## config.mk

```make
export PLATFORM = sky130hd
export DESIGN_NAME = egress_reader
export DESIGN_NICKNAME = d
export VERILOG_FILES = /design/src/rtl/egress_pkg.sv /design/src/rtl/egress_occupancy.sv /design/src/rtl/egress_reader.sv
export SDC_FILE = /design/constraint.sdc
export NUM_CORES = 1
export LEC_CHECK = 0
export BUFFER_PORTS_ARGS = -buffer_cell sky130_fd_sc_hd__buf_4
export CORE_MARGIN = 2
export CORE_UTILIZATION = 54
export DETAILED_ROUTE_END_ITERATION = 12
export PLACE_DENSITY = 0.81
export SYNTH_ARGS = -nofsm -noshare
export SYNTH_HDL_FRONTEND = slang
export SYNTH_SLANG_ARGS = --single-unit
```

## constraint.sdc

```tcl
create_clock -name clk -period 3.5 [get_ports clk]
set_clock_uncertainty 0.1 [all_clocks]
set_input_delay 0.7 -clock clk [delete_from_list [all_inputs] [get_ports clk]]
set_output_delay 0.7 -clock clk [all_outputs]
set_load 0.02 [all_outputs]
```

## src/rtl/egress_pkg.sv

```systemverilog
// egress_pkg: shared states, register map and timing constants for the egress reader.
package egress_pkg;
  typedef enum logic [1:0] {IDLE, WAIT, CAPTURE, HOLD} state_t;
  localparam logic [1:0] ADDR_META   = 2'd0;
  localparam logic [1:0] ADDR_STATUS = 2'd1;
  localparam logic [1:0] ADDR_DELIV  = 2'd2;
  localparam logic [1:0] ADDR_DROP   = 2'd3;
  localparam int STAT_VALID = 31;
  localparam int STAT_OVF   = 30;
  localparam logic [1:0] WAIT_CYCLES = 2'd2;
endpackage

```

## src/rtl/egress_occupancy.sv

```systemverilog
// egress_occupancy: saturating up/down occupancy counter of the egress queue with sticky overflow.
module egress_occupancy #(
  parameter int PACKET_CNT = 1024,
  localparam int CW = $clog2(PACKET_CNT) + 1
) (
  input  logic          clk,
  input  logic          reset,
  input  logic          inc,
  input  logic          dec,
  input  logic          clr,
  output logic [CW-1:0] count,
  output logic          ovf,
  output logic          ovf_evt
);
  logic full;
  assign full = count == CW'(PACKET_CNT);
  // A write and a pop in the same cycle cancel, so only a lone write into a full queue overflows.
  assign ovf_evt = inc & ~dec & full;
  always_ff @(posedge clk) begin
    if (!reset) begin
      count <= '0;
      ovf   <= 1'b0;
    end else begin
      count <= (inc & ~dec & ~full) ? count + CW'(1) :
               (dec & ~inc & (count != '0)) ? count - CW'(1) : count;
      ovf   <= ovf_evt | (ovf & ~clr);
    end
  end
endmodule

```

## src/rtl/egress_reader.sv

```systemverilog
// egress_reader: drains the egress metadata queue one entry at a time and exposes it over Avalon-MM.
// Optional EGRESS_READER_STATS_EN adds delivered/drop counters at addresses 2 and 3.
module egress_reader
  import egress_pkg::*;
#(
  parameter int PACKET_CNT = 1024,
  parameter int META_WIDTH = 32
) (
  input  logic                  clk,
  input  logic                  reset,
  input  logic                  egress_in_en,
  input  logic [META_WIDTH-1:0] egress_out,
  output logic                  egress_in_ack,
  input  logic                  chipselect,
  input  logic                  read,
  input  logic [1:0]            address,
  output logic [31:0]           readdata,
  output logic                  irq
);
  localparam int CW = $clog2(PACKET_CNT) + 1;
  state_t state, state_n;
  logic [1:0] wcnt, wcnt_n;
  logic [META_WIDTH-1:0] hold;
  logic [CW-1:0] count;
  logic ovf, ovf_evt, rd, pop, valid;
  logic [31:0] status, rd_mux, deliv, drop;
  assign valid = state == HOLD;
  assign irq = valid;
  assign egress_in_ack = state == CAPTURE;
  assign rd = chipselect & read;
  assign pop = rd & (address == ADDR_META) & valid;
  egress_occupancy #(.PACKET_CNT(PACKET_CNT)) u_occ (
    .clk(clk),
    .reset(reset),
    .inc(egress_in_en),
    .dec(egress_in_ack),
    .clr(rd & (address == ADDR_STATUS)),
    .count(count),
    .ovf(ovf),
    .ovf_evt(ovf_evt)
  );
  always_comb begin
    state_n = state;
    wcnt_n = wcnt;
    unique case (state)
      IDLE: if (count != '0) begin
        state_n = WAIT;
        wcnt_n = WAIT_CYCLES;
      end
      // The wait absorbs the registered RAM read and a read-during-write on a just-written head.
      WAIT: begin
        wcnt_n = wcnt - 2'd1;
        state_n = (wcnt == 2'd1) ? CAPTURE : WAIT;
      end
      CAPTURE: state_n = HOLD;
      HOLD: state_n = pop ? IDLE : HOLD;
    endcase
  end
  always_ff @(posedge clk) begin
    if (!reset) begin
      state <= IDLE;
      wcnt <= '0;
      hold <= '0;
      readdata <= '0;
    end else begin
      state <= state_n;
      wcnt <= wcnt_n;
      if (state == CAPTURE) hold <= egress_out;
      if (rd) readdata <= rd_mux;
    end
  end
  always_comb begin
    status = '0;
    status[CW-1:0] = count;
    status[STAT_OVF] = ovf;
    status[STAT_VALID] = valid;
  end
  assign rd_mux = (address == ADDR_META) ? (valid ? 32'(hold) : 32'd0) :
                  (address == ADDR_STATUS) ? status :
                  (address == ADDR_DELIV) ? deliv : drop;
`ifdef EGRESS_READER_STATS_EN
  always_ff @(posedge clk) begin
    if (!reset) begin
      deliv <= '0;
      drop <= '0;
    end else begin
      if (pop) deliv <= deliv + 32'd1;
      if (ovf_evt) drop <= drop + 32'd1;
    end
  end
`else
  logic unused_ovf_evt;
  assign unused_ovf_evt = ovf_evt;
  assign deliv = '0;
  assign drop = '0;
`endif
endmodule

```

Word-level counts from Yosys, hierarchy flattened

Cells that the tools add are included.

$add $sub $neg: 3
Equal/unequal tests: 7
Mux-type cells: 11
Bitwise operators: 15
Reduce and logical (&&, ||, !) cells: 6

Operators with widths:

| kind                    | number |
|---|---|
| $mux W32                | 3 |
| $mux W11                | 2 |
| $add A11 B1 Y11 const B | 1 |
| $eq A11 B11 Y1 const B  | 1 |
| $reduce_bool A11 Y1     | 1 |
| $sub A11 B1 Y11 const B | 1 |
| $and A1 B1 Y1           | 10 |
| $mux W2                 | 4 |
| $pmux W2 S4             | 1 |
| $eq A2 B1 Y1 const B    | 3 |
| $eq A2 B2 Y1 const B    | 2 |
| $logic_not A2 Y1        | 2 |
| $not A1 Y1              | 4 |
| $pmux W2 S2             | 1 |
| $reduce_bool A2 Y1      | 2 |
| $ne A2 B2 Y1 const B    | 1 |
| $reduce_and A2 Y1       | 1 |
| $sub A2 B1 Y2 const B   | 1 |
| $or A1 B1 Y1            | 1 |

Register bits after elaboration: 80
Input bits: 39
Word-level logic and storage cells: 48

Longest topological paths before layout

Gate-level depths: netlist of the first run.

Depth in word-level cells: 5
Mapped depth: 10

Hierarchy

A second synthesis of the first run with hierarchy kept.

Cells, all modules: 395
Area, all modules: 3662.3 µm²

By module, submodules not included:

| module           | instances | cells each | area each (µm²) |
|---|---|---|---|
| egress_reader    | 1         | 292        | 2755.1 |
| egress_occupancy | 1         | 103        | 907.1 |

Least setup slack after synthesis of the first run

No wires, ideal clock.

Path type: in2reg
Start: input egress_in_en
End: register u_occ.count[10]
Setup time: 0.117 ns
Arrival time: 2.712 ns
Required time: 3.283 ns
Path slack: 0.570 ns
Cell stages on the path: 8
Path buffers: 0
Cells stage by stage: and2_1 nand2_1 fa_1 a211oi_2 o21ai_2 a311o_1 o311a_1 a32o_1

Longest elaborated chain between the ends: 4
Elaborated cells between the ends (all ways): 7
Those cells by class: mux: 1; bitwise: 5; reduce/logical: 1

Ends and longest elaborated chain:

| what                         | RTL line               | RTL |
|---|---|---|
| from (decl)                  | egress_reader.sv:11    | `input logic egress_in_en,` |
| $not A1 Y1                   | egress_occupancy.sv:25 | `(dec & ~inc & (count != '0)) ? count - CW'(1) : count;` |
| $and A1 B1 Y1 (2 in a row)   | egress_occupancy.sv:25 |  |
| $reduce_bool A2 Y1 (no line) | n/a                    |  |
| to (signal assigned)         | egress_occupancy.sv:24 | `count <= (inc & ~dec & ~full) ? count + CW'(1) :` |
| to (decl)                    | egress_occupancy.sv:11 | `output logic [CW-1:0] count,` |

Several ways; a longest one is shown, not always the timed one.
A chain may end at the register's enable or synchronous reset.

Worst setup path in the final report of the first run

Start: register u_occ.count[0]
End: register u_occ.count[10]

Longest elaborated chain between the ends: 4
Elaborated cells between the ends (all ways): 10
Those cells by class: add/sub: 2; eq/ne: 1; mux: 2; bitwise: 3; reduce/logical: 2

Ends and longest elaborated chain:

| what |
|---|
| parallel branches: the longest is 4 deep, another holds $sub A11 B1 Y11 |

Several ways; the timed one is not identified. The select of a mux whose other input is x is not followed.

==> flow_summary.toml, run 1 <==
[detailed_routing]
via_per_inst = 5.513
postRouteAntennaNets = 0
firstDrtPassIters = 4
first_iter_violations = 187
vias = 2850
drc = 0
wl_mm = 7.644
wl_per_cell_um = 14.79

[cts]
post_cts_buffers = 0
clk_pin_slew_worst_paths_ps = 80
insertion_delay_ps = 350
htree_levels = 3
clock_sinks = 80
clk_path_buf_depth = 2
cts_tree = "yes"
cts-root-buf = "clkbuf_8"
cts.hold.buffers_added = 0
cts_buffers = 9
cts_resized = 0

[timing]
final-max-slew-violation-count = 0
hold_viol = 0
fin_tns_setup_ps = 0
tightest_slew_ps = 772.5
max-slew-margin-rel_pct = 48.50
fin_ws_ps = 265.5
rsz0062_at_grt = "false"
fmax_ghz = 0.3092
fin_crit_sh_pct = 92.41
setup_viol = 0
layout_min_cycle_time_ps = 3234

[floorplan]
die_area_mm2 = 0.007041
die_h_um = 83.91
ios = 73
initial_core_util_pct = 54.93
coreArea_mm2 = 0.006277
rows = 29
die_w_um = 83.91

[min_path]
min_path_type = "reg -> reg"

[place]
gp_congestion = 0.8403
pre_cts_ws_ps = 256.8
port_buffers = 72
dp_hpwl_mm = 5.077

[critical_path]
critical_path_arrival_ps = 3380
crit_path_max_fanout = 10
cp_top_family = "compound AO/OA/AOI/OAI gates"
crit_path_max_incr_delay_ps = 400
path_buf_inv = 0
critical_path_class = "reg -> reg"
cp_slowest_cell = "a311o_1"
setup.worst_path.start_class = "register"
critPathRequiredTime_ps = 3650
endpoint_kind = "register"
path_cells = "nor4_2 > nand4_1 > nand2_1 > ha_1 > a211oi_2 > o21ai_2 > a311o_1 > o311a_1 > a32o_1"

[power_and_ir_drop]
ir_drop_v = 0.0003358
cellLeakagePower_nw = 1.684
power.density_mw_per_mm2 = 557.9

[yosys]
synth.cell_area_mm2 = 0.003448
synth_ff_type = "dfxtp_1"
yosysTopAreaCell = "dfxtp_1"
yosysSeqAreaShare_pct = 46.44
syn_inst = 370
ys_ff_latch = 80
synth-edff-count = 0
synth_area_leaders = "dfxtp_1 (46%), nand2_1 (7.7%), a21boi_0 (7.0%)"
syn-num-nets = 420
syn-mean-instance-area_um2 = 9.320
ys_warn_count = 0
synthArstFlopShare_pct = 0
yosysUniqueCellTypes = 44
yosys.area.top_type_share_pct = 46.44

[global_route]
grt_pass1_vias = 2740
grt_pass1_wl_mm = 12.56
grt_overflow_total = 0
grt.total_usage_pct = 22.07
grt_max_degree = 82
antenna_found_initial = 0

[finish]
diodes = 0
drive_gt1_share_pct = 23.18
layout.nets = 485
layout_common_cells = "dfxtp_1 (80), buf_4 (78), nand2_1 (71), nor2b_1 (38), a21boi_0 (32)"
area_growth_pct = 23.77
final_common_cell = "dfxtp_1"

[status]
outcome = "completed"

[run]
cap_violations = 0
tightest hold or removal path, stage by stage, from the launching register on:
cell,delay [ps]
dfxtp_1,310
nand2_1,40
a21boi_0,60
final cells by class:
type                            count  area [um2]
Sequential cell                    80        1602
Inverter                            6       22.52
Multi-Input combinational cell    260        1734
Timing Repair Buffer               78       585.6
Clock buffer                       10       137.6
Fill cell                         514        2009
Tap cell                           77       96.34
Clock inverter                      6       90.09
power breakdown:
group,total [mW],switching [mW],internal (mW)
registers,1.05,0.0717,0.979
logic,0.565,0.300,0.265
clock network,0.765,0.340,0.425
layer usage:
| layer | vias up | GRT usage, % | wire [um] |
|---|---|---|---|
| met5 | - | 0 | 0 |
| li1 | 1439 | - | - |
| met2 | 71 | 35.64 | 3614 |
| met4 | 0 | 10.85 | 169 |
| met1 | 1322 | 28.11 | 3513 |
| met3 | 18 | 4.451 | 347 |
synthesized netlist by cell type (3+ instances only):
library cell and count:
a211oi_1 3, mux2i_1 8, inv_1 6, xor2_1 5
dfxtp_1 80, o21ai_0 6, xnor2_1 4, a21boi_0 32
nor4_2 3, ha_1 10, and2_1 4, nor2_1 5
clkbuf_1 20, a22oi_1 19, nand2_1 71, a222oi_1 12
nor2b_1 38, a21o_1 3, nand2b_1 3, nand3_1 4
a21oi_1 7
logic make-up (layout without fill, tap and decap cells):
group	count (synthesis)	in the layout	share of synthesized area, %
flip-flops	80	80	46.44
XOR/XNOR	9	9	2.286
multiplexers	8	8	2.322
buffers and inverters	30	100	3.519
AO/OA/AOI/OAI	98	98	21.95
adder cells (fa/ha/maj)	11	11	4.209
AND/OR/NAND/NOR	134	134	19.27
registers in the layout (all words and copies together), names as in the netlist:
signal / cells
hold: 32
readdata: 32
u_occ.count: 11
state: 2
wcnt: 2
u_occ.ovf: 1
through the flow:
step,hold WS (ps),instance area (um2),power [mW],cells,utilization [%]
2_1_floorplan,342.8,3448,1.489,370,-
3_5_place_dp,357.3,4040,1.631,501,64.36
3_3_place_gp,351.3,4040,1.611,501,64.36
5_1_grt,391.8,4268,2.511,517,67.99
4_1_cts,368.4,4268,2.392,517,67.99
6_report,365.5,4268,2.381,517,67.99
final timing paths:
check | cells past startpoint | start | endpoint | slack, ps
setup / recovery | 9 | u_occ.count[0] | u_occ.count[10] | 270
hold / removal | 2 | hold[27] | hold[27] | 370
setup reg to reg | 9 | u_occ.count[0] | u_occ.count[10] | 270
hold reg to reg | 2 | hold[27] | hold[27] | 370
Power figures use the tool's default switching activity.
==> run 2: changes to the inputs <==
--- a/config.mk
+++ b/config.mk
@@ -10,6 +10,7 @@
 export CORE_UTILIZATION = 54
 export DETAILED_ROUTE_END_ITERATION = 12
 export PLACE_DENSITY = 0.81
+export REMOVE_ABC_BUFFERS = 1
 export SYNTH_ARGS = -nofsm -noshare
 export SYNTH_HDL_FRONTEND = slang
 export SYNTH_SLANG_ARGS = --single-unit
==> flow_summary.toml, run 2 (synthesis results as in run 1) <==
[status]
outcome = "completed"

[timing]
fin_crit_sh_pct = 91.37
tightest_slew_ps = 818.4
rsz0062_at_grt = "false"
max-slew-margin-rel_pct = 45.03
fmax_ghz = 0.3127
fin_ws_ps = 302.1
hold_viol = 0
setup_viol = 0
layout_min_cycle_time_ps = 3198
fin_tns_setup_ps = 0
final-max-slew-violation-count = 0

[critical_path]
crit_path_max_fanout = 10
setup.worst_path.start_class = "register"
critical_path_class = "reg -> reg"
timing.rr.start = "u_occ.count[0]"
critical_path_arrival_ps = 3320
critPathLaunch = "u_occ.count[0]"
critPathRequiredTime_ps = 3630
endpoint_kind = "register"

[floorplan]
ios = 73
die_w_um = 83.91
die_area_mm2 = 0.007041
coreArea_mm2 = 0.006277
die_h_um = 83.91
rows = 29
initial_core_util_pct = 54.93

[detailed_routing]
via_per_inst = 5.616
wl_mm = 7.583
postRouteAntennaNets = 0
first_iter_violations = 128
drc = 0
wl_per_cell_um = 14.72
vias = 2892
firstDrtPassIters = 5

[place]
gp_congestion = 0.8552
port_buffers = 72
pre_cts_ws_ps = 234.4
post-place-cells = 500
dp_hpwl_mm = 4.957

[cts]
clock_sinks = 80
cts.hold.buffers_added = 0
clk_path_buf_depth = 2
htree_levels = 3
cts_tree = "yes"
cts-root-buf = "clkbuf_8"
insertion_delay_ps = 330
cts_buffers = 9
clk_pin_slew_worst_paths_ps = 80

[finish]
register_area_mm2 = 0.001602
layout.nets = 484
area_growth_pct = 23.11
layout_common_cells = "dfxtp_1 (80), buf_4 (76), nand2_1 (70), nor2b_1 (38), a21boi_0 (32)"
diodes = 0
final_cells = 515
top_regs = "hold (32), readdata (32), u_occ.count (11)"
final_common_cell = "dfxtp_1"
multi_input_area_mm2 = 0.001737
drive_gt1_share_pct = 22.60
fillCellCount = 505

[global_route]
antenna_found_initial = 0
grt_pass1_vias = 2686
grt.total_usage_pct = 22.03
grt_max_degree = 82
grt_overflow_total = 0
grt_pass1_wl_mm = 12.52

[power_and_ir_drop]
power.density_mw_per_mm2 = 542.0
power_mw = 2.301
ir_drop_v = 0.0003509
cellLeakagePower_nw = 1.667

[run]
cap_violations = 0

[min_path]
min_path_type = "reg -> reg"
min-delay-start = "hold[11]"
[run 2: cell types whose count changed in the layout (fill, tap and decap cells not counted), sizes merged]
cell / change
clkbuf: +3
inv: -2
buf: -1
bufinv: -1
clkinvlp: -1
[run 2: critical path, cell delays in order, from the launching register on]
cell      delay, ps
dfxtp_1         390
nor4_2          420
nand4_1         260
nand2_2         260
ha_1            340
a211oi_2        290
o21ai_2         120
a311o_1         410
o311a_1         310
a32o_1          200
[run 2: worst paths after layout]
kind / cells after the start / slack [ps] / end
max reg2reg: 9 / 300 / u_occ.count[10]
min reg2reg: 2 / 370 / hold[11]
max: 9 / 300 / u_occ.count[10]
min: 2 / 370 / hold[11]
[run 2: routing by layer]
layer	wire (um)	global-route usage (%)
met5	0	0
met4	72	8.211
met3	346	6.528
met2	3701	35.05
met1	3462	28.32
[run 2: timing repair]
action	4_1_cts	5_1_grt
setup buffers	0	0
resized for setup	0	1
setup endpoints to repair	0	1
[run 2: cell type report]
type                    instances  area share, %
multi-input cells             260          40.91
clock buffers                  13          3.743
repair buffers                 77          13.91
clock inverters                 2         0.9136
inverters                       6         0.5305
well taps                      77          2.269
flip-flops and latches         80          37.72
[run 2: where the power goes]
part,internal [mW],switching (mW)
sequential,0.979,0.0714
combinational,0.265,0.305
clock,0.367,0.313
total,1.61,0.690
[run 2: metrics by stage]
stage	util (%)	hold WS, ps	cell area, um2
6_report	67.63	365.9	4245
5_1_grt	67.63	385.4	4245
4_1_cts	67.59	367.9	4243
3_5_place_dp	64.44	357.3	4045
3_3_place_gp	64.44	351.3	4045
2_1_floorplan	-	342.8	3349
